--- src/rtl/stopwatch_counter.sv ---
// Minutes:seconds BCD time-base (00:00-59:59) driven by pre-generated tick enables,
// with run/pause toggling and a per-field adjust mode stepped by the 2 Hz tick.
module stopwatch_counter (
    input  logic       clk,
    input  logic       rst_n,
    input  logic       tick_1hz,
    input  logic       tick_2hz,
    input  logic       pause,
    input  logic       adj,
    input  logic       sel,
    output logic [3:0] min_tens,
    output logic [3:0] min_ones,
    output logic [3:0] sec_tens,
    output logic [3:0] sec_ones,
    output logic       running,
    output logic       rollover
);

    logic [3:0] min_tens_q, min_tens_d;
    logic [3:0] min_ones_q, min_ones_d;
    logic [3:0] sec_tens_q, sec_tens_d;
    logic [3:0] sec_ones_q, sec_ones_d;
    logic       run_q, run_d;
    logic       running_q, running_d;
    logic       rollover_q, rollover_d;
    logic       sec_at_max;
    logic       min_at_max;

    // Two-digit BCD step over 00..59; 59 wraps to 00 (caller decides on carry).
    function automatic logic [7:0] bcd59_inc(input logic [3:0] tens, input logic [3:0] ones);
        logic [3:0] t_next;
        logic [3:0] o_next;
        if (ones == 4'd9) begin
            o_next = 4'd0;
            t_next = (tens == 4'd5) ? 4'd0 : tens + 4'd1;
        end else begin
            o_next = ones + 4'd1;
            t_next = tens;
        end
        return {t_next, o_next};
    endfunction

    assign sec_at_max = (sec_tens_q == 4'd5) && (sec_ones_q == 4'd9);
    assign min_at_max = (min_tens_q == 4'd5) && (min_ones_q == 4'd9);

    always_comb begin
        min_tens_d = min_tens_q;
        min_ones_d = min_ones_q;
        sec_tens_d = sec_tens_q;
        sec_ones_d = sec_ones_q;
        run_d      = run_q;
        rollover_d = 1'b0;

        if (adj) begin
            // Adjust: only the selected field moves, no carry, run flag frozen.
            if (tick_2hz) begin
                if (sel) begin
                    {sec_tens_d, sec_ones_d} = bcd59_inc(sec_tens_q, sec_ones_q);
                end else begin
                    {min_tens_d, min_ones_d} = bcd59_inc(min_tens_q, min_ones_q);
                end
            end
        end else begin
            run_d = run_q ^ pause;
            // Increment uses the pre-toggle run flag.
            if (run_q && tick_1hz) begin
                {sec_tens_d, sec_ones_d} = bcd59_inc(sec_tens_q, sec_ones_q);
                if (sec_at_max) begin
                    {min_tens_d, min_ones_d} = bcd59_inc(min_tens_q, min_ones_q);
                    rollover_d = min_at_max;
                end
            end
        end

        running_d = !adj && run_d;
    end

    always_ff @(posedge clk) begin
        if (!rst_n) begin
            min_tens_q <= 4'd0;
            min_ones_q <= 4'd0;
            sec_tens_q <= 4'd0;
            sec_ones_q <= 4'd0;
            run_q      <= 1'b0;
            running_q  <= 1'b0;
            rollover_q <= 1'b0;
        end else begin
            min_tens_q <= min_tens_d;
            min_ones_q <= min_ones_d;
            sec_tens_q <= sec_tens_d;
            sec_ones_q <= sec_ones_d;
            run_q      <= run_d;
            running_q  <= running_d;
            rollover_q <= rollover_d;
        end
    end

    assign min_tens = min_tens_q;
    assign min_ones = min_ones_q;
    assign sec_tens = sec_tens_q;
    assign sec_ones = sec_ones_q;
    assign running  = running_q;
    assign rollover = rollover_q;

endmodule

--- config.mk ---
export PLATFORM = sky130hd
export DESIGN_NAME = stopwatch_counter
export DESIGN_NICKNAME = d
export VERILOG_FILES = /design/src/rtl/stopwatch_counter.sv
export SDC_FILE = /design/constraint.sdc
export NUM_CORES = 1
export LEC_CHECK = 0
export CAP_MARGIN = 20
export CORE_MARGIN = 2
export CORE_UTILIZATION = 50
export CTS_CLUSTER_SIZE = 25
export DETAILED_ROUTE_END_ITERATION = 10
export HOLD_SLACK_MARGIN = 0.12
export PLACE_DENSITY = 0.81
export SLEW_MARGIN = 20
export SYNTH_ARGS = -nofsm -noshare
export SYNTH_HDL_FRONTEND = slang
export SYNTH_SLANG_ARGS = --single-unit
--- constraint.sdc ---
create_clock -name clk -period 3.4 [get_ports clk]
set_input_delay 1.02 -clock clk [delete_from_list [all_inputs] [get_ports clk]]
set_output_delay 1.02 -clock clk [all_outputs]
set_load 0.05 [all_outputs]
==> results of run 1 <==
placed cells by master (no fill, tap or decap), types with 2 or more instances in the layout:
master / netlist / final
nand4_1: 4 / 4
a211oi_1: 2 / 2
nand2b_1: 2 / 2
nand2_1: 10 / 10
clkdlybuf4s50_1: 0 / 24
dfxtp_1: 19 / 19
o2111a_1: 2 / 2
a211o_1: 2 / 2
nor2b_1: 3 / 3
clkbuf_4: 0 / 3
mux2i_1: 5 / 5
nor3b_1: 2 / 2
xnor2_1: 3 / 3
nor3_1: 2 / 2
nand3_1: 5 / 5
a21oi_1: 5 / 5
nand4b_1: 3 / 3
inv_1: 7 / 7
o211ai_1: 2 / 2
and3b_1: 2 / 2
nor2_1: 4 / 4
o21ai_0: 3 / 3
or3_1: 2 / 2
and3_1: 2 / 2
cell type report:
| class | instances | area (um^2) |
|---|---|---|
| clock buffer | 3 | 22.5 |
| sequential | 19 | 380 |
| fill | 175 | 647 |
| multi-input combinational | 82 | 599 |
| timing repair buffer | 25 | 248 |
| inverter | 7 | 26.3 |
| tap | 27 | 33.8 |
| clock inverter | 1 | 5.00 |
power groups by stage:
stage	clock network, mW	registers [mW]	logic (mW)
2_1_floorplan	0	0.245	0.0192
3_3_place_gp	0	0.236	0.0449
4_1_cts	0.119	0.231	0.0462
3_5_place_dp	0	0.236	0.0458
5_1_grt	0.132	0.232	0.0492
6_report	0.115	0.231	0.0459
cell families (layout without fill, tap and decap cells):
| family | count (synthesis) | after routing |
|---|---|---|
| buf+inv | 13 | 36 |
| compound gates | 24 | 24 |
| xor+xnor | 4 | 4 |
| flops | 19 | 19 |
| mux | 5 | 5 |
| simple gates | 49 | 49 |
state kept, by name, indices dropped and copies added, names as in the netlist:
name / count
min_ones: 4
min_tens: 4
sec_ones: 4
sec_tens: 4
rollover: 1
run_q: 1
running: 1
how the worst max path moves through the flow:
| stage | start | to | slack [ns] |
|---|---|---|---|
| after CTS | min_ones[1] | min_ones[1] | 0.68 |
| after global placement | adj | min_tens[3] | 0.67 |
| final | min_ones[1] | min_ones[1] | 0.67 |
| after detailed placement | adj | min_tens[3] | 0.58 |
| after global routing | min_ones[1] | min_ones[1] | 0.59 |
| after floorplan | sel | min_tens[0] | 1.23 |
layer usage:
layer  share of wire, %  track usage [%]  vias up
li1                   -                -      468
met1                 42             21.5      433
met2                 52             39.2       25
met3                4.5             5.83        2
met4               0.66             4.17        0
met5                  0                0        -
==> impl_metrics.prom, run 1 <==
# TYPE chip_impl_metric gauge
chip_impl_metric{name="placement.io_buffers",unit=""} 24
chip_impl_metric{name="seqPwrFrac",unit="%"} 59.0
chip_impl_metric{name="synth-edff-count",unit=""} 0
chip_impl_metric{name="critical-path-max-stage-delay",unit="ns"} 0.88
chip_impl_metric{name="drt_iter0_drc",unit=""} 7
chip_impl_metric{name="clockPowerShare",unit="%"} 29.3
chip_impl_info{name="post_synth_most_frequent_cells",value="19 x dfxtp_1, 10 x nand2_1, 7 x inv_1"} 1
chip_impl_metric{name="worst-endpoint-required",unit="ns"} 2.38
chip_impl_metric{name="route.vias.total",unit=""} 928
chip_impl_metric{name="post_synth_fa_ha_maj_area_fraction",unit="%"} 0
chip_impl_metric{name="layout_setup_ws",unit="ns"} 0.674
chip_impl_metric{name="detail-route-antenna-nets",unit=""} 0
chip_impl_metric{name="power.switching_fraction",unit="%"} 26.1
chip_impl_metric{name="synth_fp_nets",unit=""} 121
chip_impl_metric{name="die_x",unit="um"} 49.4
chip_impl_metric{name="clkTransAtPathRegs",unit="ns"} 0.11
chip_impl_metric{name="pre_cts_slack",unit="ns"} 0.575
chip_impl_info{name="clock-root-buffer",value="clkbuf_4"} 1
chip_impl_metric{name="design.final.nets",unit=""} 145
chip_impl_metric{name="synthesis.area_per_instance",unit="um^2"} 9.04
chip_impl_metric{name="design_power_total",unit="uW"} 392
chip_impl_info{name="crit_family",value="buffers and inverters"} 1
chip_impl_metric{name="final_cell_count_no_fill",unit=""} 164
chip_impl_info{name="timing_worst_setup_path_type",value="reg -> out"} 1
chip_impl_metric{name="tns",unit="ns"} 0
chip_impl_metric{name="cells_after_synth",unit=""} 114
chip_impl_metric{name="syn_to_final_growth",unit="%"} 27.5
chip_impl_info{name="yosysMostFrequentCell",value="dfxtp_1"} 1
chip_impl_metric{name="drcViolationCount",unit=""} 0
chip_impl_metric{name="die_area",unit="um^2"} 2440
chip_impl_metric{name="first_global_vias",unit=""} 879
chip_impl_metric{name="timing.critical_path.buf_inv",unit=""} 1
chip_impl_metric{name="dpl-instance-area",unit="um^2"} 1290
chip_impl_info{name="crit_path_top_delay_cell",value="clkdlybuf4s50_1"} 1
chip_impl_metric{name="chipHeight",unit="um"} 49.4
chip_impl_metric{name="reg2reg_setup_slack",unit="ns"} 1.69
chip_impl_metric{name="finalInstanceArea",unit="um^2"} 1320
chip_impl_metric{name="finalWeightedCongestion",unit=""} 0.753
chip_impl_metric{name="max_slew.worst_pin.slew",unit="ns"} 0.500
chip_impl_metric{name="yosys.cell_types.count",unit=""} 41
chip_impl_info{name="hold_crit_path_type",value="reg -> reg"} 1
chip_impl_info{name="largest_family_of_logic_cells_by_synthesized_area",value="simple AND/OR/NAND/NOR gates"} 1
chip_impl_metric{name="post_synth_instance_area",unit="um^2"} 1030
chip_impl_metric{name="p_switching",unit="uW"} 102
chip_impl_metric{name="critPathArrivalTime",unit="ns"} 1.71
chip_impl_metric{name="yosys_warnings",unit=""} 0
chip_impl_metric{name="placeable_core_area",unit="um^2"} 1960
chip_impl_info{name="cell_taking_the_most_area_after_synthesis",value="dfxtp_1"} 1
chip_impl_info{name="holdCritStartpoint",value="min_tens[3]"} 1
chip_impl_info{name="run_status",value="complete, no violations"} 1
chip_impl_metric{name="routed_wirelength",unit="um"} 2290
chip_impl_metric{name="num_antenna_cells",unit=""} 0
chip_impl_metric{name="synth-seq-area-share",unit="%"} 36.9
chip_impl_metric{name="floorplan.initialDensity",unit="%"} 52.6
chip_impl_metric{name="maxCapViolCount",unit=""} 0
chip_impl_metric{name="synthSimpleGateAreaFrac",unit="%"} 30.8
chip_impl_metric{name="reg2reg_depth",unit=""} 4
chip_impl_metric{name="cellPowerDensity",unit="nW/um^2"} 298
chip_impl_metric{name="ir_drop_worst_case_vdd",unit="mV"} 0.246
chip_impl_metric{name="hold_ws",unit="ns"} 0.498
chip_impl_metric{name="portion_of_total_power_attributed_to_combinational_logic",unit="%"} 11.7
chip_impl_metric{name="final_min_period_over_clock_period",unit="%"} 80.2
chip_impl_metric{name="cts-resized-gates",unit=""} 0
chip_impl_info{name="rsz0062_at_grt",value="false"} 1
chip_impl_metric{name="post_cts_buffers",unit=""} 0
chip_impl_metric{name="detail_route.first_pass.iterations",unit=""} 4
chip_impl_info{name="worstSetupEndpointType",value="output port"} 1
chip_impl_metric{name="crit_path_max_fanout",unit=""} 9
chip_impl_metric{name="ioPinCount",unit=""} 25
chip_impl_info{name="crit_path_cell_trace",value="clkdlybuf4s50_1"} 1
chip_impl_metric{name="drt-vias-per-instance",unit=""} 5.66
chip_impl_metric{name="worst_clock_skew",unit="ns"} 0.00268
chip_impl_metric{name="synth.area.mux_share",unit="%"} 4.85
chip_impl_metric{name="synth-compound-area-share",unit="%"} 19.1
chip_impl_metric{name="dp_hpwl",unit="um"} 1690
chip_impl_info{name="post_synth_main_area_contributors",value="dfxtp_1 37%, mux2i_1 4.9%, nand2_1 3.6%"} 1
chip_impl_info{name="whs_endpoint",value="min_tens[3]"} 1
chip_impl_info{name="primary_ff_master_synth",value="dfxtp_1"} 1
chip_impl_metric{name="avgRoutedWirePerCell",unit="um"} 13.9
chip_impl_info{name="timing.rr.start",value="sec_ones[0]"} 1
chip_impl_info{name="critPathLaunchType",value="flop"} 1
chip_impl_metric{name="gr-usage-all-layers",unit="%"} 20.3
chip_impl_metric{name="dpl.cell_count",unit=""} 160
chip_impl_metric{name="largest_net_degree_at_the_start_of_global_routing",unit=""} 20
chip_impl_metric{name="total_number_of_h_tree_levels",unit=""} 1
chip_impl_metric{name="min_path_cells",unit=""} 2
chip_impl_metric{name="timing.max_slew.rel_slack",unit="%"} 66.6
chip_impl_metric{name="cts_buffers",unit=""} 3
chip_impl_info{name="reg2reg_to",value="min_tens[3]"} 1
chip_impl_metric{name="finalHoldViolCount",unit=""} 0
chip_impl_metric{name="async_flop_share",unit="%"} 0
chip_impl_metric{name="cts_max_path_buffers",unit=""} 2
chip_impl_metric{name="count_of_state_elements_after_synthesis",unit=""} 19
chip_impl_metric{name="worst-path-stages",unit=""} 1
chip_impl_metric{name="post_route_cells_drive_above_1_share",unit="%"} 6.57
chip_impl_metric{name="gr-total-overflow",unit=""} 0
chip_impl_metric{name="finalWorstPathRequiredPeriod",unit="ns"} 2.73
chip_impl_metric{name="placement_rows",unit=""} 16
chip_impl_metric{name="power.static_leakage",unit="nW"} 0.460
chip_impl_metric{name="cts.sink_count",unit=""} 19
chip_impl_metric{name="utilization",unit="%"} 67.0
chip_impl_metric{name="netlist.area_leader.share",unit="%"} 36.9
chip_impl_metric{name="antenna_found_initial",unit=""} 0
chip_impl_metric{name="finalSetupViolations",unit=""} 0
chip_impl_metric{name="synthXorXnorAreaFrac",unit="%"} 3.40
chip_impl_metric{name="fmax",unit="MHz"} 367
chip_impl_info{name="tritoncts",value="built"} 1
chip_impl_metric{name="clk_latency",unit="ns"} 0.30
chip_impl_metric{name="cts_hold_buffers",unit=""} 0
chip_impl_metric{name="internal-power",unit="uW"} 290
chip_impl_metric{name="final_max_slew_viol_count",unit=""} 0
chip_impl_metric{name="grt_first_pass_wirelength",unit="um"} 3860
Power figures use the tool's default switching activity.
==> run 2, diff against run 1 <==
--- a/config.mk
+++ b/config.mk
@@ -7,11 +7,11 @@
 export LEC_CHECK = 0
 export CAP_MARGIN = 20
 export CORE_MARGIN = 2
-export CORE_UTILIZATION = 50
+export CORE_UTILIZATION = 43
 export CTS_CLUSTER_SIZE = 25
 export DETAILED_ROUTE_END_ITERATION = 10
 export HOLD_SLACK_MARGIN = 0.12
-export PLACE_DENSITY = 0.81
+export PLACE_DENSITY = 0.74
 export SLEW_MARGIN = 20
 export SYNTH_ARGS = -nofsm -noshare
 export SYNTH_HDL_FRONTEND = slang
==> constraint.sdc (replaced) <==
create_clock -name clk -period 2.4 [get_ports clk]
set_input_delay 0.72 -clock clk [delete_from_list [all_inputs] [get_ports clk]]
set_output_delay 0.72 -clock clk [all_outputs]
set_load 0.05 [all_outputs]
==> run 2 against run 1 <==
Worst setup slack worse by 0.61 ns. Core utilization down 7.0 points. Final area up 2.0%. Cell count up 3.0%. Routed wire length down 1.1%. Global-route usage down 1.8 points. Register-to-register slack worse by 1.0 ns. Clock-buffer cell count up 1. Non-clock buffer count up 4. Critical path depth unchanged. Sequential power up 42%. First-iteration DRC count rose to 2.6 times the previous value. Critical endpoint is now min_ones[3]. Highest routed layer unchanged.
==> impl_metrics.prom, run 2 (synthesis gave the netlist of run 1 again) <==
# TYPE chip_impl_metric gauge
chip_impl_metric{name="largest_net_degree_at_the_start_of_global_routing",unit=""} 19
chip_impl_metric{name="fmax",unit="MHz"} 428
chip_impl_metric{name="cts_hold_buffers",unit=""} 0
chip_impl_metric{name="placement.io_buffers",unit=""} 24
chip_impl_metric{name="clk_latency",unit="ns"} 0.30
chip_impl_info{name="hold_crit_path_type",value="reg -> reg"} 1
chip_impl_metric{name="avgRoutedWirePerCell",unit="um"} 13.4
chip_impl_metric{name="maxCapViolCount",unit=""} 0
chip_impl_metric{name="layout_setup_ws",unit="ns"} 0.0649
chip_impl_metric{name="total_number_of_h_tree_levels",unit=""} 1
chip_impl_metric{name="nFillCells",unit=""} 195
chip_impl_metric{name="syn_to_final_growth",unit="%"} 30.1
chip_impl_metric{name="floorplan.initialDensity",unit="%"} 46.2
chip_impl_info{name="reg2reg_to",value="min_tens[3]"} 1
chip_impl_metric{name="detail-route-antenna-nets",unit=""} 0
chip_impl_metric{name="cts.sink_count",unit=""} 19
chip_impl_info{name="timing_worst_setup_path_type",value="reg -> out"} 1
chip_impl_metric{name="finalWeightedCongestion",unit=""} 0.808
chip_impl_metric{name="drt_iter0_drc",unit=""} 18
chip_impl_metric{name="design.final.nets",unit=""} 149
chip_impl_metric{name="gr-total-overflow",unit=""} 0
chip_impl_metric{name="detail_route.first_pass.iterations",unit=""} 4
chip_impl_metric{name="gr-usage-all-layers",unit="%"} 18.5
chip_impl_metric{name="die_x",unit="um"} 53.0
chip_impl_info{name="rsz0062_at_grt",value="false"} 1
chip_impl_metric{name="placeable_core_area",unit="um^2"} 2230
chip_impl_metric{name="cellPowerDensity",unit="nW/um^2"} 418
chip_impl_metric{name="drt-vias-per-instance",unit=""} 5.69
chip_impl_metric{name="placement_rows",unit=""} 17
chip_impl_info{name="critPathLaunchType",value="flop"} 1
chip_impl_metric{name="post_route_cells_drive_above_1_share",unit="%"} 9.93
chip_impl_info{name="run_status",value="complete, no violations"} 1
chip_impl_metric{name="cts-resized-gates",unit=""} 1
chip_impl_info{name="holdCritStartpoint",value="min_tens[3]"} 1
chip_impl_metric{name="chipHeight",unit="um"} 53.0
chip_impl_metric{name="dpl.cell_count",unit=""} 165
chip_impl_info{name="crit_family",value="buffers and inverters"} 1
chip_impl_metric{name="timing.max_slew.rel_slack",unit="%"} 66.5
chip_impl_metric{name="grt_first_pass_wirelength",unit="um"} 3790
chip_impl_metric{name="die_area",unit="um^2"} 2810
chip_impl_metric{name="min_path_cells",unit=""} 2
chip_impl_metric{name="dp_hpwl",unit="um"} 1670
chip_impl_metric{name="power.static_leakage",unit="nW"} 0.502
chip_impl_info{name="clock-root-buffer",value="clkbuf_4"} 1
chip_impl_info{name="layout_commonest_cell",value="clkdlybuf4s50_1"} 1
chip_impl_metric{name="clkTransAtPathRegs",unit="ns"} 0.11
chip_impl_metric{name="critical-path-max-stage-delay",unit="ns"} 0.85
chip_impl_metric{name="max_slew.worst_pin.slew",unit="ns"} 0.500
chip_impl_metric{name="first_global_vias",unit=""} 910
chip_impl_info{name="timing.rr.start",value="sec_ones[0]"} 1
chip_impl_metric{name="final_max_slew_viol_count",unit=""} 0
chip_impl_info{name="crit_path_cell_trace",value="clkdlybuf4s50_1"} 1
chip_impl_metric{name="route.vias.total",unit=""} 961
chip_impl_metric{name="critPathArrivalTime",unit="ns"} 1.62
chip_impl_metric{name="post_cts_buffers",unit=""} 0
chip_impl_metric{name="crit_path_max_fanout",unit=""} 7
chip_impl_metric{name="num_antenna_cells",unit=""} 0
chip_impl_info{name="worstSetupEndpointType",value="output port"} 1
chip_impl_metric{name="pre_cts_slack",unit="ns"} -0.113
chip_impl_metric{name="finalSetupViolations",unit=""} 0
chip_impl_metric{name="worst-endpoint-required",unit="ns"} 1.68
chip_impl_info{name="crit_path_top_delay_cell",value="clkdlybuf4s50_1"} 1
chip_impl_metric{name="antenna_found_initial",unit=""} 0
chip_impl_metric{name="reg2reg_setup_slack",unit="ns"} 0.69
chip_impl_metric{name="ioPinCount",unit=""} 25
chip_impl_info{name="whs_endpoint",value="min_tens[3]"} 1
chip_impl_metric{name="timing.critical_path.buf_inv",unit=""} 1
chip_impl_info{name="tritoncts",value="built"} 1
chip_impl_metric{name="finalHoldViolCount",unit=""} 0
chip_impl_metric{name="finalWorstPathRequiredPeriod",unit="ns"} 2.34
chip_impl_metric{name="final_min_period_over_clock_period",unit="%"} 97.3
chip_impl_metric{name="worst_clock_skew",unit="ns"} 0.00337
chip_impl_metric{name="cts_buffers",unit=""} 3
chip_impl_metric{name="routed_wirelength",unit="um"} 2260
chip_impl_metric{name="cts_max_path_buffers",unit=""} 2
chip_impl_metric{name="ir_drop_worst_case_vdd",unit="mV"} 0.338
chip_impl_metric{name="worst-path-stages",unit=""} 1
chip_impl_metric{name="reg2reg_depth",unit=""} 4
chip_impl_metric{name="final_cell_count_no_fill",unit=""} 169
chip_impl_metric{name="hold_ws",unit="ns"} 0.487
chip_impl_metric{name="drcViolationCount",unit=""} 0
chip_impl_info{name="most-common-layout-cells",value="20 x clkdlybuf4s50_1, 19 x dfxtp_1, 10 x nand2_1, 7 x inv_1, 7 x buf_4"} 1
run 2: changes by cell type in the layout (fill, tap and decap cells not counted):
cell             change
dlygate4sd2_1        +1
clkbuf_1             +1
clkinv_2             -1
clkdlybuf4s50_1      -4
dlymetal6s2s_1       +1
buf_4                +6
run 2: report_power, final:
group / switching, mW / internal [mW] / total (mW)
Sequential: 0.00680 / 0.321 / 0.327
Clock: 0.100 / 0.0648 / 0.165
Combinational: 0.0376 / 0.0308 / 0.0685
Total: 0.144 / 0.416 / 0.561
run 2: how the worst max path moves through the flow:
stage / start / end / slack, ns
5_1_grt: sec_ones[2] / sec_ones[2] / 0.02
3_3_place_gp: adj / min_tens[3] / -0.02
6_report: min_ones[3] / min_ones[3] / 0.06
2_1_floorplan: sec_ones[0] / min_tens[0] / 0.52
4_1_cts: sec_ones[0] / sec_ones[0] / 0.06
3_5_place_dp: adj / min_tens[3] / -0.11
run 2: final cells by class:
type,instances,area (um^2),area share (%)
sequential,19,380,28.4
inverter,7,26.3,1.96
multi-input combinational,82,599,44.7
timing repair buffer,29,274,20.4
clock buffer,4,26.3,1.96
tap,28,35.0,2.61
run 2: layer usage:
layer | part of all wire [%] | track usage (%) | vias to the layer above
li1 | - | - | 473
met1 | 43 | 20.9 | 460
met2 | 52 | 33.1 | 23
met3 | 3.8 | 5.08 | 5
met4 | 1.3 | 6.41 | 0
met5 | 0 | 0 | -
run 2: through the flow:
stage | power [mW] | TNS, ns | util, % | cell area, um^2
2_1_floorplan | 0.374 | 0 | - | 1030
3_3_place_gp | 0.401 | -0.0196 | 58.8 | 1310
3_5_place_dp | 0.404 | -0.209 | 58.8 | 1310
4_1_cts | 0.565 | 0 | 59.9 | 1340
5_1_grt | 0.585 | 0 | 60.1 | 1340
6_report | 0.561 | 0 | 60.1 | 1340
run 2: worst reg2reg max path, stage by stage, from the launching register on:
cell and delay, ns:
dfxtp_1 0.46, nor4b_4 0.32, nand4_1 0.31, a211oi_1 0.34, mux2i_1 0.21
